==> src/rtl/dpram_req_sched.sv <==
// dpram_req_sched: two valid/ready request channels onto a 64x8 dual-port RAM, A-priority address-conflict stall, per-channel read response FIFOs.
// Latency: RAM strobes in the accept cycle; read response valid 2 edges after accept (RAM register + FIFO push).
// Backpressure: a channel stops accepting reads once RSP_DEPTH reads are unpopped; writes always accepted (B also stalls on conflict).
module dpram_req_sched #(
  parameter int DATA_W    = 8,
  parameter int ADDR_W    = 6,
  parameter int RSP_DEPTH = 4
) (
  input  logic              clk,
  input  logic              rst,
  // channel A
  input  logic              a_req_valid,
  output logic              a_req_ready,
  input  logic              a_req_we,
  input  logic [ADDR_W-1:0] a_req_addr,
  input  logic [DATA_W-1:0] a_req_wdata,
  output logic              a_rsp_valid,
  input  logic              a_rsp_ready,
  output logic [DATA_W-1:0] a_rsp_data,
  // channel B
  input  logic              b_req_valid,
  output logic              b_req_ready,
  input  logic              b_req_we,
  input  logic [ADDR_W-1:0] b_req_addr,
  input  logic [DATA_W-1:0] b_req_wdata,
  output logic              b_rsp_valid,
  input  logic              b_rsp_ready,
  output logic [DATA_W-1:0] b_rsp_data,
  // RAM side
  output logic [ADDR_W-1:0] ram_addr_a,
  output logic [DATA_W-1:0] ram_data_a,
  output logic              ram_we_a,
  output logic [ADDR_W-1:0] ram_addr_b,
  output logic [DATA_W-1:0] ram_data_b,
  output logic              ram_we_b,
  output logic              ram_re_a,
  output logic              ram_re_b,
  input  logic [DATA_W-1:0] ram_q_a,
  input  logic [DATA_W-1:0] ram_q_b,
  output logic [7:0]        conflict_cnt
);

  localparam int CW = $clog2(RSP_DEPTH) + 1;
  localparam int PW = $clog2(RSP_DEPTH);
  localparam logic [CW-1:0] CRED_MAX = CW'(RSP_DEPTH);

  // credit counters: reads accepted but not yet popped (includes the one in the RAM)
  logic [CW-1:0] cnt_a, cnt_b;
  logic          a_acc, b_acc, a_rd_acc, b_rd_acc, conflict;
  logic          a_inflight, b_inflight;
  logic          a_pop, b_pop;

  // response FIFO storage and pointers (extra MSB distinguishes full from empty)
  logic [DATA_W-1:0] mem_a [RSP_DEPTH];
  logic [DATA_W-1:0] mem_b [RSP_DEPTH];
  logic [PW:0]       wp_a, rp_a, wp_b, rp_b;

  // Channel A has fixed priority and never looks at channel B.
  assign a_req_ready = !rst && (a_req_we || (cnt_a < CRED_MAX));
  assign a_acc       = a_req_valid && a_req_ready;
  assign a_rd_acc    = a_acc && !a_req_we;

  // Same-address access involving a write would race across ports, so B waits.
  // Two reads of the same address are harmless and proceed together.
  assign conflict    = a_acc && (a_req_addr == b_req_addr) && (a_req_we || b_req_we);
  assign b_req_ready = !rst && (b_req_we || (cnt_b < CRED_MAX)) && !conflict;
  assign b_acc       = b_req_valid && b_req_ready;
  assign b_rd_acc    = b_acc && !b_req_we;

  // Address/data pass straight through; only the strobes are qualified.
  assign ram_addr_a = a_req_addr;
  assign ram_data_a = a_req_wdata;
  assign ram_addr_b = b_req_addr;
  assign ram_data_b = b_req_wdata;
  assign ram_we_a   = a_acc && a_req_we;
  assign ram_we_b   = b_acc && b_req_we;
  // The RAM has one read enable for both ports; the in-flight flags decide whose q is kept.
  assign ram_re_a   = a_rd_acc || b_rd_acc;
  assign ram_re_b   = ram_re_a;

  assign a_rsp_valid = (wp_a != rp_a);
  assign b_rsp_valid = (wp_b != rp_b);
  assign a_rsp_data  = mem_a[rp_a[PW-1:0]];
  assign b_rsp_data  = mem_b[rp_b[PW-1:0]];
  assign a_pop       = a_rsp_valid && a_rsp_ready;
  assign b_pop       = b_rsp_valid && b_rsp_ready;

  // Mark which channel's read data arrives from the RAM next cycle; reset drops it.
  always_ff @(posedge clk) begin
    if (rst) begin
      a_inflight <= 1'b0;
      b_inflight <= 1'b0;
    end else begin
      a_inflight <= a_rd_acc;
      b_inflight <= b_rd_acc;
    end
  end

  // Credit counters: +1 on read accept, -1 on pop, both in one cycle cancel.
  always_ff @(posedge clk) begin
    if (rst) begin
      cnt_a <= '0;
      cnt_b <= '0;
    end else begin
      if (a_rd_acc && !a_pop)      cnt_a <= cnt_a + CW'(1);
      else if (!a_rd_acc && a_pop) cnt_a <= cnt_a - CW'(1);
      if (b_rd_acc && !b_pop)      cnt_b <= cnt_b + CW'(1);
      else if (!b_rd_acc && b_pop) cnt_b <= cnt_b - CW'(1);
    end
  end

  // FIFO pointers; credits bound occupancy so no full check is needed on push.
  always_ff @(posedge clk) begin
    if (rst) begin
      wp_a <= '0;
      rp_a <= '0;
      wp_b <= '0;
      rp_b <= '0;
    end else begin
      if (a_inflight) wp_a <= wp_a + (PW+1)'(1);
      if (a_pop)      rp_a <= rp_a + (PW+1)'(1);
      if (b_inflight) wp_b <= wp_b + (PW+1)'(1);
      if (b_pop)      rp_b <= rp_b + (PW+1)'(1);
    end
  end

  // FIFO storage captures the RAM's registered read data; head is untouched until popped.
  always_ff @(posedge clk) begin
    if (a_inflight) mem_a[wp_a[PW-1:0]] <= ram_q_a;
    if (b_inflight) mem_b[wp_b[PW-1:0]] <= ram_q_b;
  end

  // Count cycles where B wanted to go but lost to A, saturating at 255.
  always_ff @(posedge clk) begin
    if (rst) begin
      conflict_cnt <= 8'd0;
    end else if (b_req_valid && conflict && (conflict_cnt != 8'hFF)) begin
      conflict_cnt <= conflict_cnt + 8'd1;
    end
  end

endmodule

==> config.mk <==
export PLATFORM = sky130hd
export DESIGN_NAME = dpram_req_sched
export DESIGN_NICKNAME = d
export VERILOG_FILES = /design/src/rtl/dpram_req_sched.sv
export SDC_FILE = /design/constraint.sdc
export NUM_CORES = 1
export LEC_CHECK = 0
export CORE_MARGIN = 3
export CORE_UTILIZATION = 48
export CTS_CLUSTER_SIZE = 24
export DETAILED_ROUTE_END_ITERATION = 6
export PLACE_DENSITY = 0.78
export SLEW_MARGIN = 20
export SYNTH_ARGS = -nofsm -noshare
export SYNTH_HDL_FRONTEND = slang
export SYNTH_SLANG_ARGS = --single-unit
==> constraint.sdc <==
create_clock -name clk -period 3.35 [get_ports clk]
set_input_delay 0.67 -clock clk [delete_from_list [all_inputs] [get_ports clk]]
set_output_delay 0.67 -clock clk [all_outputs]
set_load 0.05 [all_outputs]
==> out/results.ini <==
[worst_setup_path]
required_ns=2.68
crit_family=simple AND/OR/NAND/NOR gates
r2r_start=cnt_a[2]
reg2reg_to=cnt_b[2]
path_buf_inv=2
reg2regPathDepth=10
crit_start=a_req_we
cpMaxStageDelayCell=clkdlybuf4s50_1
start_kind=input port
cp.arrival_ns=2.47
ff2ff_setup_slack_ns=0.87
cp-end-kind=output port
worstPathCellList=clkdlybuf4s50_1 -> nor2b_1 -> nor4_4 -> a31oi_2 -> and3_1 -> or2_1 -> buf_4
max_stage_delay_ns=0.56
cp_max_fo=5
crit_type=input port to output port

[timing]
slew_headroom_pct=63.2
hold_violations=0
finClkSkew_ns=0.0113
setup_viol_count_final=0
setup_ws_ns=0.211
finalSetupTns_ns=0
worstMarginPinSlew_ns=0.552
max_freq_mhz=319
period_needed_ns=3.14
rsz0062_at_grt=no
drv_slew=0
finalCritPeriodShare_pct=93.7

[yosys]
synth-compound-area-share_pct=2.15
synthXorXnorAreaFrac_pct=5.22
syn_area_um2=4190
syn_area_per_cell_um2=14.5
synthSimpleGateAreaFrac_pct=9.82
synthMuxAreaShare_pct=10.3
synth_edf_count=64
synthesis.nets=357
synth_top_family_by_area=multiplexers
ys_seq_area_share_pct=61.1
synth-main-ff-cell=edfxtp_1
synth_fa_ha_area_share_pct=4.83
post_synth_num_cell_types=36
ys_seq_elements=96
postSynthCellCount=290
synthArstFlopShare_pct=0
ys_warn_count=0

[final_layout]
final_common_cell=clkdlybuf4s50_1
diodes=0
drive_above_1_share_pct=14.2
num-nets-final=415
final_cell_mix=clkdlybuf4s50_1 (73), edfxtp_1 (64), dfxtp_1 (32), nor2_1 (25), mux4_2 (16)
area_growth_pct=22.8
fin_area_um2=5150

[global_route]
grt.total_usage_pct=15.9
grt_overflow=0
antenna_found_initial=0
grt_pass1_vias=2463
grt_pass1_wl_um=12300
grt_max_degree=20

[hold_path]
hold_path_startpoint=cnt_b[2]
holdPathStages=2
hold_path_class=register to register
hold-path-endpoint=cnt_b[2]

[power]
ir_drop_mv=0.323
total_leakage_power_nw=1.81
powerDensity_nw_per_um2=520

[drt]
ant_nets=0
drt-initial-drc-count=76
dr.pass1.iters=4
post_drt_wl_per_cell_um=16.3
vias=2365
routed_wl_um=7480
drc=0
viasPerCell=5.16

[clocking]
root_buffer=clkbuf_8
cts_tree=yes
htreeDepth=3
post_cts.repair.setup_buffers=0
path_clk_slew_ns=0.09
clk_latency_ns=0.35
cts_buffer_depth=2
clock_sinks=96
cts_resized=0
cts_hold_buf=0
cts_buffers=9

[placement]
placed_cell_area_um2=4940
numPortBuffers=79
pre_cts_ws_ns=0.101
gp_congestion=0.822
dpl.hpwl_um=5420

[run_status]
status=completed

[flow_run]
max_cap_violations=0

[die]
core_area_um2=8340
design.die.area_um2=9900
row_count=33
start_util_pct=50.3
die_h_um=99.5
die_w_um=99.5
ios=112

==> flip-flops by register name, indices dropped and copies added (netlist names), 3 cells and up, named ones only <==
register	cells
mem_a	32
mem_b	32
conflict_cnt	8
cnt_a	3
cnt_b	3
rp_a	3
rp_b	3
wp_a	3
wp_b	3
==> synthesized netlist by cell type, types with 6 or more instances <==
master	count	share of area, %
xnor2_1	10	2.1
nand3_1	8	0.95
dfxtp_1	32	15
ha_1	13	3.9
a21oi_1	6	0.72
mux4_2	16	8.6
and2_1	8	1.2
mux2i_1	7	1.7
edfxtp_1	64	46
inv_1	8	0.72
nor2_1	25	2.2
xor2_1	15	3.1
buf_4	30	5.4
==> logic make-up (layout without fill, tap and decap cells) <==
family,count (synthesis),after routing
AND/OR/NAND/NOR,71,71
buffers and inverters,44,107
adder cells (fa/ha/maj),15,15
multiplexers,23,23
flip-flops,96,96
XOR/XNOR,25,25
AO/OA/AOI/OAI,16,16
==> tightest hold or removal path, stage by stage (launching register included) <==
cell	delay, ns
dfxtp_1	0.33
o21ai_0	0.07
a21oi_1	0.06
==> worst max-delay path by stage <==
| stage | slack, ns | cells past startpoint | endpoint |
|---|---|---|---|
| 2_1_floorplan | 0.13 | 6 | ram_re_b |
| 3_3_place_gp | 0.25 | 11 | cnt_b[2] |
| 3_5_place_dp | 0.10 | 11 | cnt_b[2] |
| 4_1_cts | 0.21 | 7 | ram_re_b |
| 5_1_grt | 0.10 | 7 | ram_re_b |
| 6_report | 0.21 | 7 | ram_re_b |
==> power by group <==
part	switching [W]	leakage, nW	total, W	internal (W)
Clock	0.000415	0.100	0.000776	0.000361
Sequential	0.0000524	0.838	0.00136	0.00130
Combinational	0.000306	0.875	0.000543	0.000238
Total	0.000773	1.81	0.00268	0.00190
==> area by class of cell <==
type	count	area [um2]
Fill cell	647	3190
Sequential cell	96	2560
Multi-Input combinational cell	150	1360
Timing Repair Buffer	83	856
Tap cell	105	131
Clock buffer	9	124
Clock inverter	7	85.1
Inverter	8	30.0
==> layer usage <==
metal	global-route usage [%]	part of all wire, %	vias up
met3	5.47	7.0	18
met1	20.4	42	1128
li1	-	-	1138
met2	25.9	50	81
met4	4.52	1.0	0
met5	0	0	-
==> per-stage QoR <==
step	hold slack, ns	instances	power (W)	utilization, %
finish	0.509	458	0.00268	61.7
global route	0.554	458	0.00279	61.7
CTS	0.512	458	0.00271	61.7
detailed placement	0.495	442	0.00193	59.2
global placement	0.475	442	0.00192	59.2
floorplan	0.445	290	0.00179	-
No activity file was read; power rests on OpenSTA's default activity.
